File: src/rtl/cpu_types_pkg.sv
// Shared CPU types: register-select width, hazard FSM states, forwarding
// select encodings and the md countdown width.
package cpu_types_pkg;

  typedef logic [4:0] regbits_t;

  // Hazard controller state; records which condition owned the last cycle.
  typedef enum logic [1:0] {
    RUN      = 2'd0,
    MEM_WAIT = 2'd1,
    LU_STALL = 2'd2,
    MD_STALL = 2'd3
  } hz_state_t;

  // ALU operand source select.
  typedef logic [1:0] fwd_sel_t;
  localparam fwd_sel_t FWD_RF    = 2'b00;
  localparam fwd_sel_t FWD_EXMEM = 2'b01;
  localparam fwd_sel_t FWD_MEMWB = 2'b10;

  // Wide enough for the largest legal md latency (15).
  localparam int MD_CNT_W = 4;

  // The younger producer (EX/MEM) wins over the older one (MEM/WB).
  function automatic fwd_sel_t fwd_pick(input logic mem_hit, input logic wb_hit);
    if (mem_hit)     return FWD_EXMEM;
    else if (wb_hit) return FWD_MEMWB;
    else             return FWD_RF;
  endfunction

endpackage

File: src/rtl/sat_counter.sv
// Saturating up-counter with synchronous clear and async active-low reset.
module sat_counter #(
  parameter int W = 16
) (
  input  logic         clk,
  input  logic         rst_n,
  input  logic         i_clr,
  input  logic         i_inc,
  output logic [W-1:0] o_cnt
);
  logic [W-1:0] r_cnt;

  // Count up on i_inc, stick at all-ones.
  always_ff @(posedge clk or negedge rst_n) begin
    if (!rst_n)                      r_cnt <= '0;
    else if (i_clr)                  r_cnt <= '0;
    else if (i_inc && (r_cnt != '1)) r_cnt <= r_cnt + W'(1);
  end

  assign o_cnt = r_cnt;
endmodule

File: src/rtl/hazard_ctrl.sv
// Pipeline hazard controller: operand forwarding, stall/flush arbitration,
// multiply/divide busy tracking and stall performance counters.
module hazard_ctrl
  import cpu_types_pkg::*;
#(
  parameter int REG_W  = $bits(regbits_t),
  parameter int MD_LAT = 4,   // legal 2..15
  parameter int CNT_W  = 16
) (
  input  logic             CLK,
  input  logic             nRST,
  input  logic             ihit,
  input  logic             dhit,
  input  logic             mem_req,
  input  logic [REG_W-1:0] id_rs,
  input  logic [REG_W-1:0] id_rt,
  input  logic [REG_W-1:0] ex_rs,
  input  logic [REG_W-1:0] ex_rt,
  input  logic             ex_memread,
  input  logic             ex_regwr,
  input  logic [REG_W-1:0] ex_wsel,
  input  logic             mem_regwr,
  input  logic             wb_regwr,
  input  logic [REG_W-1:0] mem_wsel,
  input  logic [REG_W-1:0] wb_wsel,
  input  logic             id_md_use,
  input  logic             md_start,
  input  logic             jump,
  input  logic             branch_taken,
  output logic             pcWEN,
  output logic             ifid_en,
  output logic             ifid_flush,
  output logic             idex_en,
  output logic             idex_flush,
  output logic             exmem_en,
  output logic             exmem_flush,
  output logic             memwb_en,
  output logic [1:0]       fwd_a,
  output logic [1:0]       fwd_b,
  output logic             md_busy,
  output logic [CNT_W-1:0] lu_stall_cnt,
  output logic [CNT_W-1:0] md_stall_cnt,
  output logic [CNT_W-1:0] memwait_cnt,
  output hz_state_t        o_dbg_state
);
  localparam logic [MD_CNT_W-1:0] MD_LOAD = MD_CNT_W'(MD_LAT - 1);

  hz_state_t           r_state;
  hz_state_t           w_state_nxt;
  logic [MD_CNT_W-1:0] r_md_cnt;
  logic                w_mem_wait, w_lu_haz, w_md_haz;
  logic                w_inc_mw, w_inc_lu, w_inc_md;

  // Forwarding ignores writes to register 0.
  assign fwd_a = fwd_pick(mem_regwr && (mem_wsel != '0) && (mem_wsel == ex_rs),
                          wb_regwr  && (wb_wsel  != '0) && (wb_wsel  == ex_rs));
  assign fwd_b = fwd_pick(mem_regwr && (mem_wsel != '0) && (mem_wsel == ex_rt),
                          wb_regwr  && (wb_wsel  != '0) && (wb_wsel  == ex_rt));

  assign w_mem_wait = mem_req && !dhit;
  assign w_lu_haz   = ex_memread && ex_regwr && (ex_wsel != '0) &&
                      ((ex_wsel == id_rs) || (ex_wsel == id_rt));
  assign w_md_haz   = id_md_use && md_busy;
  assign md_busy    = (r_md_cnt != '0);

  // A cycle is charged to exactly one counter: the condition that won arbitration.
  assign w_inc_mw = w_mem_wait;
  assign w_inc_lu = !w_mem_wait && !branch_taken && w_lu_haz;
  assign w_inc_md = !w_mem_wait && !branch_taken && !w_lu_haz && w_md_haz;

  // Priority arbitration of latch controls and next state.
  always_comb begin
    pcWEN       = ihit;
    ifid_en     = 1'b1;
    ifid_flush  = !ihit;
    idex_en     = 1'b1;
    idex_flush  = 1'b0;
    exmem_en    = 1'b1;
    exmem_flush = 1'b0;
    memwb_en    = 1'b1;
    w_state_nxt = RUN;
    if (w_mem_wait) begin
      pcWEN       = 1'b0;
      ifid_en     = 1'b0;
      ifid_flush  = 1'b0;
      idex_en     = 1'b0;
      exmem_en    = 1'b0;
      memwb_en    = 1'b0;
      w_state_nxt = MEM_WAIT;
    end else if (branch_taken) begin
      ifid_flush = 1'b1;
      idex_flush = 1'b1;
    end else if (w_lu_haz || w_md_haz) begin
      // Hold PC and IF/ID, inject a bubble into ID/EX, let older stages drain.
      pcWEN       = 1'b0;
      ifid_en     = 1'b0;
      ifid_flush  = 1'b0;
      idex_flush  = 1'b1;
      w_state_nxt = w_lu_haz ? LU_STALL : MD_STALL;
    end else if (jump) begin
      ifid_flush = 1'b1;
    end
  end

  // State register.
  always_ff @(posedge CLK or negedge nRST) begin
    if (!nRST) r_state <= RUN;
    else       r_state <= w_state_nxt;
  end

  // md countdown; a new start restarts it, a start during mem_wait is dropped.
  always_ff @(posedge CLK or negedge nRST) begin
    if (!nRST)                          r_md_cnt <= '0;
    else if (md_start && !w_mem_wait)   r_md_cnt <= MD_LOAD;
    else if (r_md_cnt != '0)            r_md_cnt <= r_md_cnt - MD_CNT_W'(1);
  end

  assign o_dbg_state = r_state;

  sat_counter #(.W(CNT_W)) u_cnt_lu (
    .clk(CLK), .rst_n(nRST), .i_clr(1'b0), .i_inc(w_inc_lu), .o_cnt(lu_stall_cnt)
  );
  sat_counter #(.W(CNT_W)) u_cnt_md (
    .clk(CLK), .rst_n(nRST), .i_clr(1'b0), .i_inc(w_inc_md), .o_cnt(md_stall_cnt)
  );
  sat_counter #(.W(CNT_W)) u_cnt_mw (
    .clk(CLK), .rst_n(nRST), .i_clr(1'b0), .i_inc(w_inc_mw), .o_cnt(memwait_cnt)
  );
endmodule

File: config.mk
export PLATFORM = sky130hd
export DESIGN_NAME = hazard_ctrl
export DESIGN_NICKNAME = d
export VERILOG_FILES = /design/src/rtl/cpu_types_pkg.sv /design/src/rtl/sat_counter.sv /design/src/rtl/hazard_ctrl.sv
export SDC_FILE = /design/constraint.sdc
export NUM_CORES = 1
export LEC_CHECK = 0
export ABC_AREA = 0
export BUFFER_PORTS_ARGS = -buffer_cell sky130_fd_sc_hd__buf_4
export CAP_MARGIN = 10
export CORE_MARGIN = 2
export CORE_UTILIZATION = 45
export DETAILED_ROUTE_END_ITERATION = 8
export PLACE_DENSITY = 0.76
export SETUP_SLACK_MARGIN = 0.05
export SYNTH_ARGS = -nofsm -noshare
export SYNTH_HDL_FRONTEND = slang
export SYNTH_SLANG_ARGS = --single-unit
File: constraint.sdc
create_clock -name CLK -period 2.09 [get_ports CLK]
set_input_delay 0.209 -clock CLK [delete_from_list [all_inputs] [get_ports CLK]]
set_output_delay 0.209 -clock CLK [all_outputs]
set_load 0.1 [all_outputs]
==> impl_results.md, run 1 <==
* Buf/Inv on CP at 4
* Sink Count at 54
* Initial Util at between 40 and 50%
* Sequential area share after synthesis at 45.42%
* Final net count at 470
* Worst path cell trace: inv_2 > ha_4 > nor3b_4 > inv_6 > nand2_8 > buf_4 > a31oi_4 > buf_12
* Vias at 2639
* Top post-synthesis cells by area: dfrtp_1 (45%), xnor2_1 (12%), xor2_1 (11%), nand4_1 (4.2%), nand2_1 (3.4%)
* Layout cells sized above 1 at between 50 and 60%
* Die area at 7279 um^2
* Area leader, netlist: dfrtp_1
* Vias in the first global route at between 2000 and 3000
* # diodes at 0
* WL/cell at 15.54 um
* Setup Crit Path Kind: reg2out
* Final Slew Violations at 0
* Total grt overflow at 0
* Routability cong. at 0.8245
* Post-synth top area share at 45.42%
* PortBufs at 109
* Initial antenna violation count at 0
* Clock buffer depth at 2
* Min cycle time layout at 2007 ps
* Synth Cell Area at between 2000 and 3000 um^2
* Syn Area/Cell at 10.22 um^2
* Cell family with most CP delay: buffers and inverters
* Clock slew seen by the registers of the worst setup and hold paths at 100 ps
* Max stage delay on crit path at around 400 ps
* Period utilisation layout at approximately 96%
* Fin. Hold Viols at 0
* CP max stage cell: dfrtp_1
* Status: finished clean
* Chip height at 85.32 um
* Final WL at ~7700 um
* F_max at roughly 500 MHz
* Cell Pwr Density at 904.0 nW/um^2
* Crit end category: primary output
* Worst-Skew Late Latency at 310 ps
* Post-synth cell types at 37
* CP startpoint kind: flip-flop
* Least-Margin Pin Slew at 674.7 ps
* Max rail drop VDD at 1.230 mV
* Hold WC Path Type: in2reg
* Area grow syn2layout at 52.52%
* Largest net degree at the start of global routing at 55
* Worst rel slew slack at 55.02%
* Die W at 85.32 um
* Max-capacitance violation count at 0
* Post-route ant nets at 0
* Drt first-iter violations at 107
* Root Buffer Master: clkbuf_8
* Overall Global Routing Usage at 21.43%
* Syn Inst Count at 291
* Num CTS Buffers at 5
* First-pass GRT wire length at 12500 um
* H-tree depth at 2
* Remaining DRCs at 0
* Core area at 6386 um^2
* Drt first pass iters at 4
* Worst setup slack after layout at about 83 ps
* Most frequent cell after synthesis: dfrtp_1
* Crit path max fanout at 5
* Seq cells post-synth at 54
* HPWL after detailed placement at 5931 um
* Hold Worst Slack at 168.1 ps
* Pre-CTS WS at 71.02 ps
* Count of final setup violators at 0
* Synth Warn # at 0
* Tot Pwr at 4.103 mW
* Worst clock skew at around 13 ps
* Post-synthesis async set-or-reset flop share at 100.0%
* Number of synthesized flops with an enable pin at 0
* Final Non-Filler Cells at 496
* Static Leak at a little under 2 nW
* Post-Place Cells at around 480
* Critical Path RT at 1880 ps
* RSZ-0062 raised after global routing: true
* Rows at 29
* Total nets after synthesis at 343
* Predominant post-synthesis flop cell: dfrtp_1
* Post-layout util at 71.06%
* CTS tree: yes
* I/O pin cnt at 111
* Via density at 5.321
* Arr. time, crit path at between 1500 and 2000 ps
* Top post-synthesis cells by count: dfrtp_1 (54), xnor2_1 (41), xor2_1 (36)
## stage by stage
stage	area, um^2	setup TNS [ps]
final	4538	0
after CTS	4494	0
after global placement	4288	0
after floorplan	3351	-971.2
after detailed placement	4288	0
after global routing	4538	0
## worst register-to-register path, stage by stage (launching register included)
cell and delay [ps]:
dfrtp_4 510, and4_4 220, and3_4 190, a41o_1 260, nor3_4 190, buf_4 200
nand4_1 120, xnor2_1 140
## per-layer routing
layer / share of wire [%] / track usage (%) / vias to the layer above / wire length (um)
li1: - / - / 1259 / -
met1: 43 / 28.54 / 1263 / 3327
met2: 48 / 35.51 / 107 / 3724
met3: 7.1 / 4.572 / 10 / 546
met4: 1.4 / 5.916 / 0 / 109
met5: 0 / 0 / - / 0
## cells in the final DEF (no fill, tap or decap), types with 2 or more instances in the layout
| cell type | Yosys | final |
|---|---|---|
| nand2_2 | 0 | 5 |
| xnor2_1 | 41 | 41 |
| dfrtp_1 | 54 | 11 |
| and3_4 | 0 | 5 |
| xor2_1 | 36 | 36 |
| nor4_4 | 0 | 4 |
| or4_1 | 5 | 4 |
| nand3_2 | 0 | 6 |
| nand2_1 | 27 | 21 |
| a31oi_4 | 0 | 2 |
| buf_4 | 5 | 119 |
| inv_1 | 7 | 4 |
| buf_6 | 0 | 3 |
| buf_12 | 0 | 2 |
| nor2_1 | 15 | 12 |
| nor3_1 | 10 | 9 |
| nor4_2 | 0 | 3 |
| nor2_4 | 1 | 4 |
| inv_2 | 1 | 2 |
| clkbuf_8 | 0 | 5 |
| and3_1 | 14 | 9 |
| nand3_1 | 16 | 10 |
| dfrtp_4 | 0 | 12 |
| dfrtp_2 | 0 | 31 |
| ha_4 | 0 | 4 |
| or4_4 | 1 | 2 |
| nor3_4 | 1 | 2 |
| nand4_1 | 20 | 20 |
## kinds of logic after synthesis
family / count (synthesis) / synth area share [%]
adder cells (fa/ha/maj): 4 / 1.682
XOR/XNOR: 77 / 22.67
multiplexers: 4 / 1.472
AND/OR/NAND/NOR: 126 / 22.92
other: 1 / 0.1260
buffers and inverters: 13 / 2.271
AO/OA/AOI/OAI: 12 / 3.448
flip-flops: 54 / 45.42
## layout make-up
class	count	area, um^2
Clock buffer	6	72.57
Clock inverter	2	38.79
Fill cell	489	1848
Inverter	8	37.54
Multi-Input combinational cell	224	1881
Sequential cell	54	1435
Tap cell	77	96.34
Timing Repair Buffer	125	977.2
## what timing repair did
action / CTS / global route
resized for setup: 11 / 9
hold endpoints to repair: 54 / 0
buffers inserted: 5 / 1
endpoints found under the setup margin: 5 / 11
pin swaps: 4 / 1
hold buffers: 1 / 0
## flip-flops by register name (all words and copies together), names as in the netlist
name and count:
u_cnt_lu.o_cnt 16, u_cnt_md.o_cnt 16, u_cnt_mw.o_cnt 16, r_md_cnt 4, o_dbg_state 2
## final timing paths
check,to,cells after the start,slack (ps),from
worst max-delay path,idex_flush,8,80,r_md_cnt[0]$_DFFE_PN0P_
worst min-delay path,r_md_cnt[0]$_DFFE_PN0P_,3,170,md_start
worst max register to register,u_cnt_lu.o_cnt[15]$_DFFE_PN0P_,7,150,u_cnt_lu.o_cnt[9]$_DFFE_PN0P_
worst min register to register,u_cnt_mw.o_cnt[9]$_DFFE_PN0P_,1,490,u_cnt_mw.o_cnt[9]$_DFFE_PN0P_
max in group asynchronous,u_cnt_md.o_cnt[9]$_DFFE_PN0P_,2,1100,nRST
min in group asynchronous,u_cnt_lu.o_cnt[8]$_DFFE_PN0P_,2,470,nRST
## report_power, final
part           switching, mW  internal, mW
combinational           1.38         0.572
sequential             0.208          1.23
clock                  0.351         0.360
(Power assumes the default switching activity.)
==> run 2, diff against run 1 <==
CORE_UTILIZATION = 35   (was 45)
PLACE_DENSITY = 0.61   (was 0.76)
==> run 2 against run 1 <==
  * Clock power decreased by 7.4%
  * Combinational power hardly changed
  * Worst setup slack improved by 39 ps
  * Worst hold slack got worse by 44 ps
  * Register-to-register slack worse by 30 ps
  * Design area increased by 0.58%
  * Critical path type unchanged
  * Highest routed layer unchanged
==> impl_results.md, run 2 (synthesis results as in run 1) <==
* Status: finished clean
* Most frequent cells in the layout: buf_4 (121), xnor2_1 (41), xor2_1 (36)
* Drt first pass iters at 4 (unchanged)
* Max-capacitance violation count at 0 (unchanged)
* Worst-Skew Late Latency at 310 ps (about the same)
* Vias in the first global route at 2590 (-4.4%)
* Clock buffer depth at 2 (unchanged)
* Worst clock skew at 23.23 ps (+10.35 ps)
* Arr. time, crit path at 1760 ps (-40 ps)
* Count of final setup violators at 0 (unchanged)
* PortBufs at 109 (unchanged)
* Number of fill cells at 740 (+51%)
* Core area at 8217 um^2 (+29%)
* Drt first-iter violations at 66 (-38%)
* Sequential cell area at 1435 um^2 (unchanged)
* Post-route ant nets at 0 (unchanged)
* Static Leak at 1.980 nW (+0.32%)
* Fin. Hold Viols at 0 (unchanged)
* Overall Global Routing Usage at 16.72% (-4.7 points)
* Max stage delay on crit path at 370 ps (-30 ps)
* Die area at 9254 um^2 (+27%)
* Initial antenna violation count at 0 (unchanged)
* Crit path max fanout at 5 (unchanged)
* I/O pin cnt at 111 (unchanged)
* Remaining DRCs at 0 (unchanged)
* Initial Util at 36.21% (-10 points)
* Area grow syn2layout at 53.41%
* Largest net degree at the start of global routing at 55 (unchanged)
* Setup Crit Path Kind: reg2out
* Layout cells sized above 1 at 54.39% (about the same)
* Reg2reg path depth at 6 (-1)
* Sink Count at 54 (unchanged)
* Die W at 96.20 um (+13%)
* Total grt overflow at 0 (unchanged)
* H-tree depth at 2 (unchanged)
* Final net count at 472 (+0.43%)
* Root Buffer Master: clkbuf_8
* CP startpoint kind: flip-flop
* Max rail drop VDD at 0.6452 mV (-48%)
* Clock slew seen by the registers of the worst setup and hold paths at 110 ps (about the same)
* RSZ-0062 raised after global routing: true
* Vias at 2625 (-0.53%)
* Fin area at 4564 um^2 (+0.58%)
* Chip height at 96.20 um (+13%)
* Final Slew Violations at 0 (unchanged)
* Worst rel slew slack at 53.52% (-1.5 points)
* WL/cell at 14.86 um (-4.4%)
* Cell Pwr Density at 890.7 nW/um^2 (-1.5%)
* F_max at 508.0 MHz (+2.0%)
* Via density at 4.990 (-6.2%)
* CTS tree: yes
* Dpl cell area at 4335 um^2 (+1.1%)
* Min cycle time layout at 1968 ps (-38.83 ps)
* Rows at 33 (+14%)
* # diodes at 0 (unchanged)
* Num CTS Buffers at 5 (unchanged)
* Commonest non-fill, non-tap cell in the layout: buf_4
* Fin Setup TNS at 0 ps (unchanged)
* First-pass GRT wire length at 12140 um (-2.9%)
* CP max stage cell: dfrtp_1
* Worst path cell trace: inv_2 > ha_4 > nor3b_4 > inv_6 > nand2_8 > buf_4 > a31oi_4 > buf_6
* Area of the multi-input gates at 1863 um^2 (-0.93%)
* Worst Hold Depth at 2 (-1)
* Routability cong. at 0.7493 (-9.1%)
* Tot Pwr at 4.065 mW (-0.91%)
* Critical Path RT at 1880 ps (about the same)
* Period utilisation layout at 94.18% (-1.9 points)
* Hold Worst Slack at 124.0 ps (-44.01 ps)
* Final WL at 7817 um (+1.4%)
* HPWL after detailed placement at 6008 um (+1.3%)
* Hold WC Path Type: in2reg
* Least-Margin Pin Slew at 697.3 ps (+22.60 ps)
* Crit end category: primary output
run 2: area by class of cell:
class / count / share of cell area, %
Tap cell: 105 / 2.878
Inverter: 8 / 0.8224
Clock inverter: 1 / 0.1919
Multi-Input combinational cell: 224 / 40.82
Sequential cell: 54 / 31.44
Clock buffer: 7 / 2.111
Timing Repair Buffer: 127 / 21.74
run 2: final timing paths:
path                                          startpoint                             to  slack (ps)
max                              r_md_cnt[0]$_DFFE_PN0P_                     idex_flush         120
min                                         branch_taken       o_dbg_state[0]$_DFF_PN0_         120
max reg2reg                u_cnt_lu.o_cnt[8]$_DFFE_PN0P_  u_cnt_lu.o_cnt[1]$_DFFE_PN0P_         120
min reg2reg                u_cnt_lu.o_cnt[7]$_DFFE_PN0P_  u_cnt_lu.o_cnt[7]$_DFFE_PN0P_         490
max in group asynchronous                           nRST  u_cnt_lu.o_cnt[1]$_DFFE_PN0P_        1070
min in group asynchronous                           nRST  u_cnt_md.o_cnt[9]$_DFFE_PN0P_         460
run 2: stage by stage:
step                instances  util (%)  setup WS (ps)
floorplan                 291         -         -279.2
global placement          509     52.76          113.2
detailed placement        509     52.76          98.13
CTS                       524     55.09          33.39
global route              526     55.55          30.39
finish                    526     55.55          121.6
run 2: what timing repair did:
item | CTS | global route
gates resized for setup | 8 | 5
setup endpoints to repair | 4 | 8
buffers inserted | 6 | 2
pin swaps | 4 | 1
hold endpoints to repair | 54 | 0
hold buffers | 1 | 0
run 2: power by group:
group	total, mW	leakage, nW	switching, mW	internal, mW
logic	1.98	1.28	1.39	0.590
registers	1.43	0.649	0.196	1.23
clock network	0.659	0.0544	0.354	0.305
run 2: critical path, delay by kind of cell (launching register included):
kind            cells  cell delay (ps)
compound gates      1              190
fa+ha+maj           1              150
buf+inv             4              540
flops               1              370
simple gates        2              210
run 2: routing by layer:
layer  global-route usage [%]  part of all wire, %  up-vias
met1                    22.41                   45     1258
li1                         -                    -     1275
met5                        0                    0        -
met3                    3.524                  6.9        4
met4                    3.929                 0.72        0
met2                    27.60                   47       88
==> run 3, diff against run 2 <==
MAX_ROUTING_LAYER = met4   (was not set)
==> run 3 against run 2 <==
  * Clock power barely moved
  * Via count fell by 0.11%
  * Sequential power barely moved
  * Combinational power barely moved
  * Sequential share of layout area did not move
  * Worst hold slack improved by 1.9 ps
  * Power barely moved
  * Clock skew fell by 0.88 ps
  * Die area did not move
  * Sequential cell count did not move
  * Critical path depth did not move
  * Fmax barely moved
==> impl_results.md, run 3 (synthesis results as in run 1) <==
* Status: finished clean
* Min-delay src: branch_taken
* Max-capacitance violation count at 0 (unchanged)
* Root Buffer Master: clkbuf_8
* H-tree depth at 2 (unchanged)
* Period utilisation layout at 94.11% (about the same)
* Remaining DRCs at 0 (unchanged)
* Worst clock skew at 22.35 ps (-0.8780 ps)
* Rows at 33 (unchanged)
* Worst setup slack after layout at 123.1 ps (+1.454 ps)
* Number of fill cells at 740 (unchanged)
* Final WL at 7818 um (about the same)
* Int Pwr at 2.126 mW (unchanged)
* Core area at 8217 um^2 (unchanged)
* Worst path cell trace: inv_2 > ha_4 > nor3b_4 > inv_6 > nand2_8 > buf_4 > a31oi_4 > buf_6
* Buf/Inv on CP at 4 (unchanged)
* Fin. Hold Viols at 0 (unchanged)
* Crit end category: primary output
* F_max at 508.4 MHz (about the same)
* Chip height at 96.20 um (unchanged)
* Overall Global Routing Usage at 17.19% (+0.48 points)
* Part of the power in registers at 35.1% (about the same)
* Worst-Skew Late Latency at 310 ps (about the same)
* Count of final setup violators at 0 (unchanged)
* RSZ-0062 raised after global routing: true
* Least-Margin Pin Slew at 695.2 ps (-2.082 ps)
* P_sw at 1.940 mW (about the same)
* Comb pwr share at 48.7% (about the same)
* Net Sw Frac at 47.71% (about the same)
* Hold WC Path Type: in2reg
* PortBufs at 109 (unchanged)
* First-pass GRT wire length at 12140 um (unchanged)
* Crit path max fanout at 5 (unchanged)
* Post-Place Cells at 509 (unchanged)
* Worst r2r src: u_cnt_lu.o_cnt[8]$_DFFE_PN0P_
* Clock slew seen by the registers of the worst setup and hold paths at 110 ps (about the same)
* Min cycle time layout at 1967 ps (-1.454 ps)
* Initial Util at 36.21% (unchanged)
* Reg2reg setup slack at 120 ps (about the same)
* Setup Crit Path Kind: reg2out
* Arr. time, crit path at 1760 ps (about the same)
* Post-layout util at 55.55% (unchanged)
* Vias at 2622 (-0.11%)
* HPWL after detailed placement at 6008 um (unchanged)
* Most frequent cells in the layout: buf_4 (121), xnor2_1 (41), xor2_1 (36)
* Commonest non-fill, non-tap cell in the layout: buf_4
* Cell family with most CP delay: buffers and inverters
* Sink Count at 54 (unchanged)
* Via density at 4.985 (-0.11%)
* Die W at 96.20 um (unchanged)
* Clock buffer depth at 2 (unchanged)
* Max stage delay on crit path at 370 ps (about the same)
* Cell Pwr Density at 890.7 nW/um^2 (about the same)
* CP max stage cell: dfrtp_1
* Largest net degree at the start of global routing at 55 (unchanged)
* CTS tree: yes
* Hold Worst Slack at 125.9 ps (+1.858 ps)
* Crit path from: r_md_cnt[0]$_DFFE_PN0P_
* Final net count at 472 (unchanged)
* Initial antenna violation count at 0 (unchanged)
* Drt first-iter violations at 61 (-7.6%)
* Clock power frac at 16.2% (about the same)
* Routability cong. at 0.7589 (+1.3%)
* WL/cell at 14.86 um (about the same)
* Total grt overflow at 0 (unchanged)
* Max rail drop VDD at 0.6453 mV (about the same)
* I/O pin cnt at 111 (unchanged)
* Drt first pass iters at 4 (unchanged)
* Worst rel slew slack at 53.65% (+0.14 points)
* Final Slew Violations at 0 (unchanged)
* Vias in the first global route at 2590 (unchanged)
* Static Leak at 1.980 nW (unchanged)
* Pre-CTS WS at 98.13 ps (unchanged)
* # diodes at 0 (unchanged)
* Num CTS Buffers at 5 (unchanged)
* Post-route ant nets at 0 (unchanged)
* CP startpoint kind: flip-flop
* Area grow syn2layout at 53.41% (unchanged)
* Layout cells sized above 1 at 54.39% (unchanged)
* Final Non-Filler Cells at 526 (unchanged)
* Die area at 9254 um^2 (unchanged)
* Critical Path RT at 1880 ps (about the same)
==> run 3: cell counts in the layout (fill, tap and decap cells not counted) <==
No cell type changed its count.
==> run 3: repair_timing <==
action,in CTS,in global routing
hold buffers,1,0
endpoints found under the hold margin,54,0
gates resized for setup,8,5
endpoints found under the setup margin,4,8
buffers inserted,6,2
pin swaps,4,1
gates cloned,0,0
==> run 3: per-stage QoR <==
| step | setup TNS (ps) | power (mW) | cell area, um^2 |
|---|---|---|---|
| after floorplan | -971.2 | 2.843 | 3351 |
| after global placement | 0 | 3.276 | 4335 |
| after detailed placement | 0 | 3.307 | 4335 |
| after CTS | 0 | 4.040 | 4527 |
| after global routing | 0 | 4.266 | 4564 |
| final | 0 | 4.065 | 4564 |
==> run 3: power by group through the flow <==
stage / Clock [mW] / Sequential [mW] / Combinational [mW]
global route: 0.723 / 1.45 / 2.09
CTS: 0.674 / 1.43 / 1.94
floorplan: 0 / 2.25 / 0.593
finish: 0.659 / 1.43 / 1.98
global placement: 0 / 1.44 / 1.83
detailed placement: 0 / 1.45 / 1.86
==> run 3: routing by layer <==
metal | track usage, % | wire, um | up-vias
met5 | - | 0 | -
met4 | 3.929 | 47 | 0
met3 | 3.054 | 495 | 4
met2 | 27.60 | 3695 | 87
met1 | 22.70 | 3579 | 1256
li1 | - | - | 1275
==> run 3: final timing paths <==
path                            depth (start not counted)                       endpoint
worst max register to register                          6  u_cnt_lu.o_cnt[1]$_DFFE_PN0P_
worst min-delay path                                    2       o_dbg_state[0]$_DFF_PN0_
worst min register to register                          1  u_cnt_lu.o_cnt[7]$_DFFE_PN0P_
worst max-delay path                                    8                     idex_flush
min in group asynchronous                               2  u_cnt_md.o_cnt[9]$_DFFE_PN0P_
max in group asynchronous                               2  u_cnt_lu.o_cnt[1]$_DFFE_PN0P_
==> run 3: layout make-up <==
class                           count  area [um^2]  area share (%)
Clock buffer                        7        96.34           2.111
Clock inverter                      1        8.758          0.1919
Inverter                            8        37.54          0.8224
Multi-Input combinational cell    224         1863           40.82
Sequential cell                    54         1435           31.44
Tap cell                          105        131.4           2.878
Timing Repair Buffer              127        992.2           21.74
